`config.mk`:
```
export PLATFORM = sky130hd
export DESIGN_NAME = button_debouncer
export DESIGN_NICKNAME = d
export VERILOG_FILES = /design/src/rtl/button_debouncer.sv
export SDC_FILE = /design/constraint.sdc
export NUM_CORES = 1
export LEC_CHECK = 0
export BUFFER_PORTS_ARGS = -buffer_cell sky130_fd_sc_hd__buf_2
export CAP_MARGIN = 10
export CORE_ASPECT_RATIO = 1.5
export CORE_MARGIN = 5
export CORE_UTILIZATION = 58
export CTS_BUF_LIST = sky130_fd_sc_hd__clkbuf_8
export DETAILED_ROUTE_END_ITERATION = 16
export PLACE_DENSITY = 0.79
export SYNTH_ARGS = -nofsm -noshare
export SYNTH_HDL_FRONTEND = slang
export SYNTH_SLANG_ARGS = --single-unit
```
`constraint.sdc`:
```
create_clock -name Clock -period 2.05 [get_ports Clock]
set_input_delay 0.41 -clock Clock [delete_from_list [all_inputs] [get_ports Clock]]
set_output_delay 0.41 -clock Clock [all_outputs]
set_load 0.02 [all_outputs]
```
`src/rtl/button_debouncer.sv`:
```
// Two-channel push-button debouncer for the Up/Down buttons.
// Each raw, bouncing, active-low button passes through a two-flop
// synchroniser and then a four-state stability filter. The debounced
// level only follows the synchronised input once that input has held
// its new level for MaxCount consecutive clock cycles. A one-cycle
// press strobe accompanies every debounced 1->0 transition.

// Single-channel filter: synchroniser plus stability FSM.
module button_debouncer_channel #(
    parameter int MaxCount = 5
) (
    input  logic clk,
    input  logic rst_n,
    input  logic btn_n_i,    // raw button, 0 = pressed, asynchronous
    output logic level_n_o,  // debounced level, 0 = pressed
    output logic press_o     // one-cycle strobe on debounced press
);

    localparam int CntW = $clog2(MaxCount + 1);
    localparam logic [CntW-1:0] CntLast = CntW'(MaxCount - 1);
    localparam logic [CntW-1:0] CntOne  = CntW'(1);

    typedef enum logic [1:0] {
        Released,
        PressPending,
        Pressed,
        ReleasePending
    } state_e;

    logic [1:0]      sync_q;
    logic            btn_sync;
    state_e          state_q;
    logic [CntW-1:0] cnt_q;
    logic            level_q;
    logic            press_q;

    // Two-flop synchroniser; no logic between the stages so the first
    // flop has a full cycle to resolve metastability.
    // NOTE: reset to 1 (released) so a held button after reset is seen
    // as a fresh press and takes the full debounce latency.
    always_ff @(posedge clk or negedge rst_n) begin
        if (!rst_n) begin
            sync_q <= 2'b11;
        end else begin
            // NOTE: non-blocking assignment so both stages sample the
            // pre-edge values and the chain really is two flops deep.
            sync_q <= {sync_q[0], btn_n_i};
        end
    end

    assign btn_sync = sync_q[1];

    // Stability filter: the output flips only after MaxCount consecutive
    // samples at the new level; any bounce restarts the count from zero.
    always_ff @(posedge clk or negedge rst_n) begin
        if (!rst_n) begin
            state_q <= Released;
            cnt_q   <= '0;
            level_q <= 1'b1;
            press_q <= 1'b0;
        end else begin
            // The strobe is cleared every cycle unless a press completes,
            // so it can never stay high for two consecutive cycles.
            press_q <= 1'b0;
            unique case (state_q)
                Released: begin
                    level_q <= 1'b1;
                    if (!btn_sync) begin
                        state_q <= PressPending;
                        cnt_q   <= CntOne;
                    end else begin
                        cnt_q   <= '0;
                    end
                end
                PressPending: begin
                    if (btn_sync) begin
                        state_q <= Released;
                        cnt_q   <= '0;
                    end else if (cnt_q == CntLast) begin
                        state_q <= Pressed;
                        cnt_q   <= '0;
                        level_q <= 1'b0;
                        press_q <= 1'b1;
                    end else begin
                        cnt_q   <= cnt_q + CntOne;
                    end
                end
                Pressed: begin
                    level_q <= 1'b0;
                    if (btn_sync) begin
                        state_q <= ReleasePending;
                        cnt_q   <= CntOne;
                    end else begin
                        cnt_q   <= '0;
                    end
                end
                ReleasePending: begin
                    if (!btn_sync) begin
                        state_q <= Pressed;
                        cnt_q   <= '0;
                    end else if (cnt_q == CntLast) begin
                        state_q <= Released;
                        cnt_q   <= '0;
                        level_q <= 1'b1;
                    end else begin
                        cnt_q   <= cnt_q + CntOne;
                    end
                end
                default: begin
                    state_q <= Released;
                    cnt_q   <= '0;
                    level_q <= 1'b1;
                end
            endcase
        end
    end

    assign level_n_o = level_q;
    assign press_o   = press_q;

endmodule

// Top level: two independent channels sharing clock and reset.
module button_debouncer #(
    parameter int ClockPeriod_ns      = 20,
    parameter int DebounceInterval_ns = 20_000_000
) (
    input  logic Clock,
    input  logic nReset,
    input  logic iUp,
    input  logic iDown,
    output logic oUp,
    output logic oDown,
    output logic oUpPress,
    output logic oDownPress
);

    localparam int MaxCount = DebounceInterval_ns / ClockPeriod_ns;

    // A filter shorter than two cycles cannot tell a bounce from a press.
    generate
        if (MaxCount < 2) begin : g_bad_interval
            $error("button_debouncer: MaxCount must be at least 2");
        end
    endgenerate

    button_debouncer_channel #(
        .MaxCount (MaxCount)
    ) u_up (
        .clk       (Clock),
        .rst_n     (nReset),
        .btn_n_i   (iUp),
        .level_n_o (oUp),
        .press_o   (oUpPress)
    );

    button_debouncer_channel #(
        .MaxCount (MaxCount)
    ) u_down (
        .clk       (Clock),
        .rst_n     (nReset),
        .btn_n_i   (iDown),
        .level_n_o (oDown),
        .press_o   (oDownPress)
    );

endmodule

```
# --- After elaboration in Yosys (flattened, before gate mapping) ---
# Cells that the tools add are included.
word_totals:
  register_bits: 52
  inputBits: 4
  out_inout_bits: 4
  wordCells: 84
op_classes:
  add_sub_neg: 2
  n_eq_ne: 24
  mux: 42
  reduce_logical: 6
op_table:
  columns: ["op", "count"]
  rows:
  - ["$pmux 20 s4", 2]
  - ["$mux 20", 6]
  - ["$add 20x1->20 const B", 2]
  - ["$eq 20x20->1 const B", 2]
  - ["$mux 2", 12]
  - ["$mux 1", 18]
  - ["$ne 2x1->1 const B", 8]
  - ["$pmux 2 s4", 2]
  - ["$reduce_and 4->1", 4]
  - ["$eq 2x2->1 const B", 4]
  - ["$ne 2x2->1 const B", 4]
  - ["$pmux 1 s4", 2]
  - ["$ne 3x1->1 const B", 2]
  - ["$ne 3x3->1 const B", 2]
  - ["$eq 2x1->1 const B", 2]
  - ["$logic_not 2->1", 2]

# --- Depth between registers and ports, before layout ---
logic_depth:
  depth_word: 4
  mapped_depth: 9
  ltp_nobuf: 7

# --- Modules after synthesis ---
# Synthesis repeated with hierarchy kept, for this count alone.
hier_totals:
  hier_cells: 280
  hier_area_um2: 2955.3
modules_own_cells:
  columns: ["mod", "instances", "cells_each", "area_each_um2", "seq_area_each_um2"]
  rows:
  - ["button_debouncer_channel", 2, 140, 1477.7, 654.4]

# --- Worst setup path after synthesis ---
# Ideal clock, no wire load.
synth_timing:
  kind: "reg-to-reg"
  startpoint: "register u_down.cnt_q[0]"
  endpoint: "register u_down.cnt_q[10]"
  arrival_time_ps: 1780
  t_required_ps: 1931
  setup_slack_ps: 152
  path_stages_with_launch: 9
  n_path_buf: 2
  period_less_slack_ps: 1898
  cell_sequence: "dfrtp_1 -> ha_1 -> nand2_1 -> or4_4 -> o21ai_2 -> or2_1 -> buf_6 -> buf_12 -> nor2_1"
synth_between:
  elab_chain_cells: 4
  elab_cells_between_ends: 6
  classes_between: "add/sub (1); eq/ne (1); mux (4)"
synth_lines:
  columns: ["element", "line", "rtl"]
  rows:
  - ["start: declaration", "33", "logic [CntW-1:0] cnt_q;"]
  - ["start signal: assignment", "70", "cnt_q <= CntOne;"]
  - ["start signal: assignment", "85", "cnt_q <= cnt_q + CntOne;"]
  - ["start signal: assignment", "92", "cnt_q <= CntOne;"]
  - ["$add 20x1->20 or $eq 20x20->1 (tied branches)", null, null]
  - ["$mux 20 *", "79, 101", null]
  - ["$mux 20 (on tied branches)", "98, 76", null]
  - ["$pmux 20 s4 *", "65", "unique case (state_q)"]
# Mark *: on every way between the ends. The rest lies on a longest branch, timed or not.
# A chain may end at the register's enable or synchronous reset.

# --- Worst setup path in the final report ---
layout_timing:
  startpoint: "register u_down.cnt_q[0]"
  endpoint: "register u_down.level_q, in the netlist u_down.level_n_o"
layout_between:
  elab_chain_cells: 3
  elab_cells_between_ends: 4
  classes_between: "eq/ne (3); reduce/logical (1)"
layout_lines:
  columns: ["element", "line", "rtl"]
  rows:
  - ["$eq 20x20->1 *", "79, 101", null]
  - ["$ne 2x1->1 (no source line)", null, null]
  - ["$reduce_and 4->1 (no source line) *", null, null]
  - ["end signal: assignment", "82", "level_q <= 1'b0;"]
  - ["end signal: assignment", "89", "level_q <= 1'b0;"]
  - ["end signal: assignment", "104", "level_q <= 1'b1;"]
  - ["end: declaration", "34", "logic level_q;"]
# Marks and branches as above.

==> flow_summary.ini <==
[power_and_ir_drop]
leakage_nw = 1.24
seq_power_share = 0.428
p_int_mw = 1.94
switching_share = 0.338
irDropWorstVdd_v = 0.000752
power_per_cell_area_nw_per_um2 = 971
pwr-share-clk = 0.250
switching_power_mw = 0.993
power_frac_comb = 0.322

[synth]
synthFlopType = dfrtp_1
async_flop_share = 1.00
yosys-top-cells-area = dfrtp_1, nor2_1, xor2_1
yosysTopAreaCell = dfrtp_1
synth-edff-count = 0
synth_top_area_share = 0.417
ys_warn_count = 0
yosysMostFrequentCell = nor2_1
synth_area_um2 = 2760
ys_seq_elements = 52
syn_nets = 304
synth.avg_cell_area_um2 = 9.59
yosys-top-cells-count = nor2_1, dfrtp_1, nand2_1
ys_seq_area_frac = 0.474
yosysUniqueCellTypes = 40
syn_inst = 288

[final_layout]
multiInputGateArea_um2 = 1350
layout.area.seq_um2 = 1310
nNetsFinal = 319
stdcell_count = 368
syn_to_final_growth_pct = 9.42
drive_gt1_frac = 0.109
fill_cells = 347
diodes = 0
fin_util = 0.660
stdcell_area_um2 = 3020

[setup_path]
ff2ff_setup_slack_ps = 130
critPathMaxStageDelay_ps = 520
reg2reg_depth = 5
worst_setup_path_start_kind = flop
path_cells = ha_2, nand2_1, or4_4, or2_1, a221oi_1
r2r-start = u_down.cnt_q[0]
crit_type = reg2reg
crit_family = simple AND/OR/NAND/NOR gates
endpoint_kind = flop
rr_endpoint = u_down.level_n_o
cp_max_fo = 5
critical_path_buf_inv_count = 0
worstPathArrival_ps = 2130
worst_ep_required_time_ps = 2260
slowest_stage = or4_4

[routing]
drt_pre_antenna_iters = 4
drc = 0
vias_per_cell = 5.60
drt_iter0_markers = 91
vias = 2060
wirelength_um = 4890
postRouteAntennaNets = 0
wire_per_inst_um = 13.3

[floorplan]
io_pins = 8
fp.coreArea_um2 = 4580
die_w_um = 66.4
start_util = 0.603
std_cell_rows = 30
die_y_um = 94.5
dieArea_um2 = 6270

[sta]
rsz0062_at_grt = false
fin_ws_ps = 127
slew_headroom = 0.578
fin_crit_sh = 0.938
fin_skew_ps = 5.02
max_clock_freq_ghz = 0.520
post-route-min-period_ps = 1920
setup_viol = 0
drv_slew = 0
hold_violations = 0
tightest_slew_ps = 633
tns_ps = 0

[global_route]
grt_pass1_wl_um = 8620
grt-ovfl-total = 0
grt_max_degree = 53
grt_pass1_vias = 2044
grt_usage = 0.172
antenna_found_initial = 0

[cts]
cts_root_buffer = clkbuf_8
numCtsBuffers = 5
clock_sinks = 52
clk_pin_slew_ps = 90
insertion_delay_ps = 300
holdBufCountCts = 0
cts_tree = built
htree_levels = 2
clk_path_buf_depth = 2

[placement]
portBuffers = 7
dp_cells = 359
hpwl_um = 3540
routabilityCongestion = 0.813
dpl-instance-area_um2 = 2890
post-place-ws_ps = 115

[worst_hold_path]
min_path_type = in2async

[run_status]
status = complete, no violations

[flow_run]
max_cap_viol_count = 0
[metrics by stage]
step                      hold WS, ps  power, mW
after global routing              182       3.15
after floorplan                   114       1.98
after detailed placement          347       2.21
after global placement            346       2.17
final                             197       2.93
after CTS                         190       2.94
[area by class of cell]
| type | count | share of cell area |
|---|---|---|
| Multi-Input combinational cell | 215 | 0.447 |
| Timing Repair Buffer | 15 | 0.0356 |
| Sequential cell | 52 | 0.433 |
| Clock inverter | 2 | 0.0128 |
| Inverter | 14 | 0.0174 |
| Tap cell | 64 | 0.0265 |
| Clock buffer | 6 | 0.0273 |
[layout by cell type, fill, tap and decap left out, types with 2 or more instances in the layout]
master	instances
a21oi_1	3
a31oi_1	5
and2_1	3
and3_1	2
and4_1	5
buf_2	7
buf_4	7
clkbuf_8	6
dfrtp_1	46
dfstp_2	6
ha_1	11
inv_1	14
nand2_1	23
nand2b_1	3
nand3_1	20
nand3b_1	3
nand4_1	10
nor2_1	54
nor2b_1	2
nor3_1	4
nor4_1	4
nor4b_1	4
nor4bb_1	3
o21ai_0	3
o221ai_1	3
or2_1	2
xnor2_1	15
xor2_1	21
[state kept, by name (all words and copies together) (netlist names), named ones only]
signal,flops
u_down.cnt_q,20
u_down.level_n_o,1
u_down.press_o,1
u_down.state_q,1
u_down.sync_q,2
u_up.cnt_q,20
u_up.level_n_o,1
u_up.press_o,1
u_up.state_q,1
u_up.sync_q,2
[cells by family (layout without fill, tap and decap cells)]
| group | Yosys count | after routing | synth area share |
|---|---|---|---|
| AO/OA/AOI/OAI | 22 | 22 | 0.0553 |
| XOR/XNOR | 36 | 36 | 0.114 |
| adder cells (fa/ha/maj) | 12 | 12 | 0.0543 |
| buffers and inverters | 21 | 37 | 0.0376 |
| flip-flops | 52 | 52 | 0.474 |
| AND/OR/NAND/NOR | 145 | 145 | 0.265 |
[power groups by stage]
stage | clock network [mW] | registers [mW] | logic [mW]
4_1_cts | 0.753 | 1.25 | 0.934
3_3_place_gp | 0 | 1.27 | 0.900
3_5_place_dp | 0 | 1.28 | 0.932
5_1_grt | 0.790 | 1.27 | 1.08
2_1_floorplan | 0 | 1.27 | 0.706
6_report | 0.734 | 1.26 | 0.944
[metal layers]
metal / vias up / part of all wire / GRT usage / wire length [um]
li1: 1016 / - / - / -
met1: 1010 / 0.41 / 0.191 / 2000
met2: 25 / 0.55 / 0.323 / 2680
met3: 9 / 0.025 / 0.0333 / 124
met4: 0 / 0.016 / 0.0542 / 78
met5: - / 0 / 0 / 0
[worst max path at each step]
stage	start	end	slack, ps	depth (start not counted)
floorplan	u_down.cnt_q[0]	u_down.cnt_q[10]	150	8
finish	u_down.cnt_q[0]	u_down.level_n_o	130	5
global route	u_down.cnt_q[0]	u_down.level_n_o	20	5
global placement	u_down.cnt_q[0]	u_down.level_n_o	170	5
CTS	u_down.cnt_q[0]	u_down.level_n_o	100	5
detailed placement	u_down.cnt_q[0]	u_down.level_n_o	120	5
[worst register-to-register path: cells and delay by family, from the launching register on]
family,cells,cell delay (ps)
AND/OR/NAND/NOR,3,900
flip-flops,1,420
AO/OA/AOI/OAI,1,290
adder cells (fa/ha/maj),1,230
[repair_timing]
action | in CTS | in global routing
resized for setup | 0 | 1
hold endpoints to repair | 0 | 0
setup endpoints to repair | 0 | 1
setup buffers | 0 | 1
No activity file was read; power rests on OpenSTA's default activity.
